`config.mk`:
```
export PLATFORM = sky130hd
export DESIGN_NAME = fp_operand_loader_flat
export DESIGN_NICKNAME = d
export VERILOG_FILES = /design/src/rtl/fp_operand_loader_if.sv /design/src/rtl/fp_operand_loader.sv /design/src/flat_wrapper.sv
export SDC_FILE = /design/constraint.sdc
export NUM_CORES = 1
export LEC_CHECK = 0
export ABC_CLOCK_PERIOD_IN_PS = 1900
export BUFFER_PORTS_ARGS = -buffer_cell sky130_fd_sc_hd__buf_2
export CAP_MARGIN = 0
export CORE_UTILIZATION = 51
export CTS_CLUSTER_DIAMETER = 200
export DETAILED_ROUTE_END_ITERATION = 12
export PLACE_DENSITY = 0.79
export SYNTH_ARGS = -nofsm -noshare
export SYNTH_HDL_FRONTEND = slang
export SYNTH_SLANG_ARGS = --single-unit
```
`constraint.sdc`:
```
create_clock -name clk -period 1.9 [get_ports clk]
set_clock_uncertainty 0.1 [all_clocks]
set_input_delay 0.475 -clock clk [delete_from_list [all_inputs] [get_ports clk]]
set_output_delay 0.475 -clock clk [all_outputs]
set_load 0.1 [all_outputs]
```
`src/rtl/fp_operand_loader_if.sv`:
```
// Byte stream carrying command and operand bytes into the FP operand loader.
interface fp_operand_loader_if;
  logic [7:0] in_data;
  logic       in_valid;
  logic       in_ready;

  modport master (output in_data, output in_valid, input in_ready);
  modport slave  (input in_data, input in_valid, output in_ready);
endinterface

```
`src/rtl/fp_operand_loader.sv`:
```
// Assembles a command byte and two IEEE-754 singles from a byte stream, holds them for the
// FP adder and flags operand classes the adder cannot handle.
module fp_operand_loader #(
  parameter int unsigned HOLD_CYCLES = 2,
  parameter bit          MSB_FIRST   = 1'b1
) (
  input  logic                 clk,
  input  logic                 rstn,
  input  logic                 clear,
  fp_operand_loader_if.slave   in_if,
  output logic                 command,
  output logic [31:0]          number1,
  output logic [31:0]          number2,
  output logic                 op_valid,
  output logic                 done,
  output logic [3:0]           special
);

  typedef enum logic [2:0] {StCmd, StN1, StN2, StHold, StDone} state_e;

  localparam logic [3:0] HoldInit = 4'(HOLD_CYCLES - 1);

  state_e      state_q, state_d;
  logic [1:0]  cnt_q, cnt_d;
  logic [3:0]  hold_q, hold_d;
  logic        sh_cmd_q, sh_cmd_d;
  logic [31:0] sh_a_q, sh_a_d, sh_b_q, sh_b_d;
  logic        command_q, command_d;
  logic [31:0] number1_q, number1_d, number2_q, number2_d;
  logic [3:0]  special_q, special_d;
  logic        op_valid_q, op_valid_d;
  logic        done_q, done_d;
  logic        ready, accept;

  function automatic logic [31:0] load_byte(logic [31:0] cur, logic [1:0] idx, logic [7:0] b);
    logic [31:0] r;
    r = cur;
    if (MSB_FIRST) r = {cur[23:0], b};
    else           r[8*idx+:8] = b;
    return r;
  endfunction

  // {NaN, inf, denormal, zero}
  function automatic logic [3:0] classify(logic [31:0] v);
    logic exp_zero, exp_ones, man_zero;
    exp_zero = (v[30:23] == 8'h00);
    exp_ones = (v[30:23] == 8'hFF);
    man_zero = (v[22:0] == 23'd0);
    return {exp_ones & ~man_zero, exp_ones & man_zero, exp_zero & ~man_zero, exp_zero & man_zero};
  endfunction

  assign accept = in_if.in_valid & ready;

  always_ff @(posedge clk or negedge rstn) begin
    if (!rstn) begin
      state_q    <= StCmd;
      cnt_q      <= 2'd0;
      hold_q     <= 4'd0;
      sh_cmd_q   <= 1'b0;
      sh_a_q     <= 32'd0;
      sh_b_q     <= 32'd0;
      command_q  <= 1'b0;
      number1_q  <= 32'd0;
      number2_q  <= 32'd0;
      special_q  <= 4'd0;
      op_valid_q <= 1'b0;
      done_q     <= 1'b0;
    end else begin
      state_q    <= state_d;
      cnt_q      <= cnt_d;
      hold_q     <= hold_d;
      sh_cmd_q   <= sh_cmd_d;
      sh_a_q     <= sh_a_d;
      sh_b_q     <= sh_b_d;
      command_q  <= command_d;
      number1_q  <= number1_d;
      number2_q  <= number2_d;
      special_q  <= special_d;
      op_valid_q <= op_valid_d;
      done_q     <= done_d;
    end
  end

  always_comb begin
    state_d    = state_q;
    cnt_d      = cnt_q;
    hold_d     = hold_q;
    sh_cmd_d   = sh_cmd_q;
    sh_a_d     = sh_a_q;
    sh_b_d     = sh_b_q;
    command_d  = command_q;
    number1_d  = number1_q;
    number2_d  = number2_q;
    special_d  = special_q;
    op_valid_d = op_valid_q;
    done_d     = 1'b0;
    unique case (state_q)
      StCmd: if (accept) begin
        sh_cmd_d = in_if.in_data[0];
        state_d  = StN1;
      end
      StN1: if (accept) begin
        sh_a_d = load_byte(sh_a_q, cnt_q, in_if.in_data);
        cnt_d  = cnt_q + 2'd1;
        if (cnt_q == 2'd3) state_d = StN2;
      end
      StN2: if (accept) begin
        sh_b_d = load_byte(sh_b_q, cnt_q, in_if.in_data);
        cnt_d  = cnt_q + 2'd1;
        if (cnt_q == 2'd3) begin
          command_d  = sh_cmd_q;
          number1_d  = sh_a_q;
          number2_d  = sh_b_d;
          special_d  = classify(sh_a_q) | classify(sh_b_d);
          op_valid_d = 1'b1;
          hold_d     = HoldInit;
          state_d    = StHold;
        end
      end
      StHold: begin
        if (hold_q == 4'd0) begin
          state_d    = StDone;
          op_valid_d = 1'b0;
          done_d     = 1'b1;
        end else begin
          hold_d = hold_q - 4'd1;
        end
      end
      StDone:  state_d = StCmd;
      default: state_d = StCmd;
    endcase
    // Flush wins over everything, including a completing operand; presented outputs are kept.
    if (clear) begin
      state_d    = StCmd;
      cnt_d      = 2'd0;
      hold_d     = 4'd0;
      sh_cmd_d   = sh_cmd_q;
      sh_a_d     = sh_a_q;
      sh_b_d     = sh_b_q;
      command_d  = command_q;
      number1_d  = number1_q;
      number2_d  = number2_q;
      special_d  = special_q;
      op_valid_d = 1'b0;
      done_d     = 1'b0;
    end
  end

  always_comb begin
    ready    = (state_q == StCmd) || (state_q == StN1) || (state_q == StN2);
    command  = command_q;
    number1  = number1_q;
    number2  = number2_q;
    special  = special_q;
    op_valid = op_valid_q;
    done     = done_q;
  end

  assign in_if.in_ready = ready;

endmodule

```
`src/flat_wrapper.sv`:
```
// flat-port wrapper written by rule: the top's interface ports become plain ports
module fp_operand_loader_flat 
#(
  parameter int unsigned HOLD_CYCLES = 2,
  parameter bit          MSB_FIRST   = 1'b1
)
  (clk, rstn, clear, command, number1, number2, op_valid, done, special, in_if_in_data, in_if_in_valid, in_if_in_ready);
  fp_operand_loader_if in_if_i ();
  input  logic clk;
  input  logic rstn;
  input  logic clear;
  output logic command;
  output logic [31:0] number1;
  output logic [31:0] number2;
  output logic op_valid;
  output logic done;
  output logic [3:0] special;
  input wire logic [$bits(in_if_i.in_data)-1:0] in_if_in_data;
  input wire logic [$bits(in_if_i.in_valid)-1:0] in_if_in_valid;
  output wire logic [$bits(in_if_i.in_ready)-1:0] in_if_in_ready;
  assign in_if_i.in_data = in_if_in_data;
  assign in_if_i.in_valid = in_if_in_valid;
  assign in_if_in_ready = in_if_i.in_ready;
  fp_operand_loader #(.HOLD_CYCLES(HOLD_CYCLES), .MSB_FIRST(MSB_FIRST)) u_core (.clk(clk), .rstn(rstn), .clear(clear), .in_if(in_if_i), .command(command), .number1(number1), .number2(number2), .op_valid(op_valid), .done(done), .special(special));
endmodule
```
==> Yosys cells after proc, flatten, opt, wreduce, memory -nomap -nowiden <==
Index checks and enable logic that the tools add are counted.
{ "word_totals": {"regBits": 137, "input_bits": 12, "out_inout_bits": 72, "elab_cells": 86} }
{ "classes": {"add_sub_neg": 2, "eq_ne": 13, "n_mux": 26, "n_bitwise": 13, "n_reduce_logical": 20} }
{ "ops": {"columns": ["operator", "n"], "rows": [
  ["$mux W32", 2],
  ["$logic_not A23 Y1", 2],
  ["$mux W3", 7],
  ["$ne A3 B2 Y1 const B", 6],
  ["$eq A8 B8 Y1 const B", 2],
  ["$logic_not A8 Y1", 2],
  ["$mux W4", 4],
  ["$pmux W3 S4", 1],
  ["$reduce_and A4 Y1", 3],
  ["$and A1 B1 Y1", 9],
  ["$reduce_and A3 Y1", 3],
  ["$pmux W4 S2", 1],
  ["$mux W1", 7],
  ["$eq A3 B2 Y1 const B", 2],
  ["$mux W2", 3],
  ["$reduce_and A6 Y1", 1],
  ["$logic_not A4 Y1", 1],
  ["$or A4 B4 Y4", 1],
  ["$reduce_bool A2 Y1", 2],
  ["$sub A4 B1 Y4 const B", 1],
  ["$eq A3 B1 Y1 const B", 1],
  ["$logic_not A3 Y1", 1],
  ["$ne A3 B3 Y1 const B", 1],
  ["$not A1 Y1", 3],
  ["other kinds (7)", 8]
]} }

==> Logic depth before layout (Yosys ltp) <==
{ "depth": {"word_depth": 10, "ltp_mapped": 7} }

==> Least setup slack after synthesis <==
Ideal clock, no wire load.
{ "synth_timing": {"kind": "flip-flop to output port", "from": "reg u_core.state_q[0]", "to": "out in_if_in_ready", "arrival_time_ns": 2.028, "required_time_ns": 1.325, "setup_slack_ns": -0.703, "stages_incl_launch_ff": 3, "n_path_buf": 1, "cell_sequence": "dfrtp_1 -> buf_2 -> a21oi_1"} }
{ "synth_via": {"elab_chain_cells": 3, "elab_cells_between_ends": 5, "cone_classes": "2 x eq/ne; 3 x reduce/logical"} }
{ "synth_rtl": {"columns": ["item", "line", "source"], "rows": [
  ["start, declared", "fp_operand_loader.sv:23", "state_e state_q, state_d;"],
  ["start signal, assigned", "fp_operand_loader.sv:56", "state_q <= StCmd;"],
  ["start signal, assigned", "fp_operand_loader.sv:69", "state_q <= state_d;"],
  ["$eq A3 B1 Y1 / $logic_not A3 Y1 (equally long branches)", "fp_operand_loader.sv:150", "ready = (state_q == StCmd) || (state_q == StN1) || (state_q == StN2);"],
  ["$logic_or A1 B1 Y1", "fp_operand_loader.sv:150", null],
  ["$logic_or A1 B1 Y1 *", "fp_operand_loader.sv:150", null],
  ["end, declared", "flat_wrapper.sv:20", "output wire logic [$bits(in_if_i.in_ready)-1:0] in_if_in_ready;"]
]} }
Mark *: on every way between the ends. The rest lies on a longest branch, timed or not.

==> Worst setup path after layout <==
Ends and elaborated chain as after synthesis.

==> flow_metrics.py <==
metrics = {
    "status": {
        "outcome": "finished, violations left",
        "violations": "setup timing",
    },
    "yosys": {
        "yosys_most_used_dff": "dfrtp_1",
        "syn_nets": 517,
        "syn_area_um2": 5480,
        "yosysUniqueCellTypes": 36,
        "seq_area_frac_synth_pct": 62.6,
        "synthXorXnorAreaFrac_pct": 0.640,
        "synth_edf_count": 0,
        "synth_top_family_by_area": "simple AND/OR/NAND/NOR gates",
        "synthMuxAreaShare_pct": 11.7,
        "syn_avg_cell_area_um2": 10.9,
        "postSynthCellCount": 502,
        "synth-adder-area-share_pct": 0.685,
        "synth_top_area_share_pct": 62.6,
        "synth-seq-cells": 137,
        "yosysTopAreaCell": "dfrtp_1",
        "synth_simple_gate_area_share_pct": 20.1,
        "ys_top_cells_by_area": "dfrtp_1, nand2_1, mux2_2, nor4_1, clkbuf_1",
        "synth_compound_area_share_pct": 2.42,
        "synthArstFlopShare_pct": 100,
        "yosys_warnings": 0,
    },
    "layout": {
        "num_antenna_cells": 0,
        "mostFrequentLayoutCell": "nand2_1",
        "synthToLayoutAreaGrowth_pct": 36.3,
        "drive_gt1_share_pct": 37.7,
        "nets": 642,
        "fillers": 655,
        "final_cell_mix": "nand2_1, dfrtp_1, mux2_2",
    },
    "clock_tree": {
        "numCtsBuffers": 17,
        "htreeDepth": 4,
        "cts_root_buffer": "clkbuf_8",
        "cts.sinks": 137,
        "clk_path_buf_depth": 2,
        "cts_tree": "yes",
        "clk_pin_slew_ns": 0.06,
        "clk_latency_ns": 0.53,
    },
    "setup_path": {
        "r2r_slack_ns": -0.03,
        "r2r_end": "u_core.special[3]",
        "r2r_cells": 5,
        "r2r_start": "u_core.cnt_q[0]",
        "critPathMaxFanout": 2,
        "start_kind": "register",
        "crit_required_ns": 1.32,
        "path_class": "reg2out",
        "arrival_ns": 1.41,
        "crit_path_end_kind": "output pin",
    },
    "sta": {
        "setup_ws_ns": -0.0875,
        "fmax_ghz": 0.503,
        "min_period_ns": 1.99,
        "whs_ns": 0.106,
        "rsz0062_at_grt": "yes",
        "setup_violations": 11,
        "post-route-period-util_pct": 105,
        "slew_viol_final": 0,
        "final.setup.tns_ns": -0.206,
        "relSlewSlack_pct": 62.2,
        "worstMarginPinSlew_ns": 0.561,
        "finalHoldViolations": 0,
    },
    "pwr": {
        "seq_power_share_pct": 48.3,
        "p_clk_share_pct": 43.6,
        "peakVddDrop_uv": 635,
        "comb_power_share_pct": 8.1,
        "internal_power_mw": 5.57,
        "p_switching_mw": 1.94,
        "p_per_area_nw_per_um2": 1010,
        "swShare_pct": 25.8,
        "p_leak_nw": 3.94,
    },
    "global_route": {
        "overflow": 0,
        "grt_pass1_vias": 4244,
        "grt_first_pass_wirelength_um": 21700,
        "antenna_found_initial": 0,
        "grt_max_degree": 44,
        "grt_usage_pct": 25.4,
    },
    "floorplanning": {
        "fp.dieH_um": 106,
        "die-area_um2": 11200,
        "die_width_um": 106,
        "initial_core_util_pct": 52.8,
        "io_pins": 84,
        "core-area_um2": 10400,
        "rows": 37,
    },
    "place": {
        "hpwlAfterDp_um": 8370,
        "gp_congestion": 0.829,
        "numPortBuffers": 83,
    },
    "drt": {
        "routed_via_density": 5.69,
        "highest_layer": "met4",
        "wl_met2_um": 7380,
        "wirelength_um": 15200,
        "wl_per_cell_um": 19.6,
        "firstDrtPassIters": 7,
        "met1_length_um": 6260,
        "vias": 4406,
        "route.met3.wl_um": 1100,
        "ant_nets": 0,
        "initialDrtViolationCount": 366,
        "drc": 0,
    },
    "run": {
        "cap_violations": 0,
    },
    "hold_path": {
        "hold_path_depth": 3,
        "min_from": "in_if_in_data[5]",
        "hold_class": "in2reg",
        "min_to": "u_core.number2[5]",
    },
}
-- per-layer routing --
metal  GRT usage (%)  vias up
li1                -     1936
met1            34.1     2201
met3            5.32       45
met2            40.2      224
met4            11.6        0
met5               0        -
-- Yosys cell counts, drive strengths merged, types with 3 or more instances --
| cell type | instances |
|---|---|
| a21oi | 4 |
| buf | 8 |
| clkbuf | 15 |
| dfrtp | 137 |
| ha | 3 |
| mux2 | 57 |
| nand2 | 207 |
| nand3 | 3 |
| nand4 | 4 |
| nor2 | 6 |
| nor2b | 4 |
| nor3 | 3 |
| nor4 | 10 |
| o21ai | 5 |
| o221ai | 4 |
| or4 | 4 |
| xor2 | 3 |
-- layout make-up --
type / instances / area [µm²] / area share [%]
Clock buffer: 19 / 432 / 5.78
Clock inverter: 12 / 150 / 2.01
Inverter: 2 / 7.51 / 0.101
Multi-Input combinational cell: 340 / 2110 / 28.3
Sequential cell: 137 / 3430 / 45.9
Tap cell: 136 / 170 / 2.28
Timing Repair Buffer: 129 / 1170 / 15.6
-- worst max-delay path by stage --
stage,slack [ns],cells after the start,start,to
floorplan,0.005,6,u_core.cnt_q[0],u_core.special[2]
global placement,-0.21,5,clear,u_core.special[2]
detailed placement,-0.24,5,clear,u_core.special[2]
CTS,-0.07,3,u_core.state_q[1],in_if_in_ready
global route,-0.12,3,u_core.state_q[0],in_if_in_ready
finish,-0.09,3,u_core.state_q[0],in_if_in_ready
-- repair_timing --
| action | CTS | global route |
|---|---|---|
| hold buffers | 1 | 0 |
| gates resized for setup | 24 | 82 |
| gates cloned | 0 | 8 |
| pin swaps | 4 | 18 |
| endpoints found under the setup margin | 61 | 137 |
| endpoints found under the hold margin | 17 | 0 |
| buffers inserted | 6 | 4 |
-- stage by stage --
step | area [µm²] | util [%] | setup slack, ns | total power, mW | cells
CTS | 7000 | 67.5 | -0.0697 | 7.37 | 764
global placement | 6290 | 60.6 | -0.213 | 4.05 | 726
detailed placement | 6290 | 60.6 | -0.241 | 4.10 | 726
floorplan | 5490 | - | 0.00527 | 3.81 | 502
global route | 7470 | 72.0 | -0.125 | 7.75 | 775
finish | 7470 | 72.0 | -0.0875 | 7.51 | 775
-- sequential cells by signal (all words and copies together), names as in the netlist --
signal / count
u_core.op_valid: 1
u_core.sh_b_q: 24
u_core.done: 1
u_core.number2: 32
u_core.state_q: 3
u_core.number1: 32
u_core.cnt_q: 2
u_core.sh_cmd_q: 1
u_core.hold_q: 4
u_core.command: 1
u_core.sh_a_q: 32
u_core.special: 4
-- kinds of logic (layout without fill, tap and decap cells) --
| family | after synthesis | count (layout) |
|---|---|---|
| compound gates | 20 | 20 |
| fa+ha+maj | 3 | 3 |
| buf+inv | 25 | 162 |
| mux | 57 | 57 |
| simple gates | 256 | 256 |
| flops | 137 | 137 |
| xor+xnor | 4 | 4 |
-- power by group through the flow --
stage               registers [mW]  clock network [mW]  logic (mW)
floorplan                     3.45                   0       0.353
global placement              3.56                   0       0.489
detailed placement            3.58                   0       0.519
CTS                           3.55                3.27       0.547
global route                  3.65                3.44       0.657
finish                        3.63                3.27       0.610
-- worst max-delay path, cell delays in order, from the launching register on --
cell and delay, ns:
dfrtp_1 0.40, buf_6 0.13, a21oi_4 0.16, buf_12 0.19
Note: power is estimated with default switching activity, not from simulation.
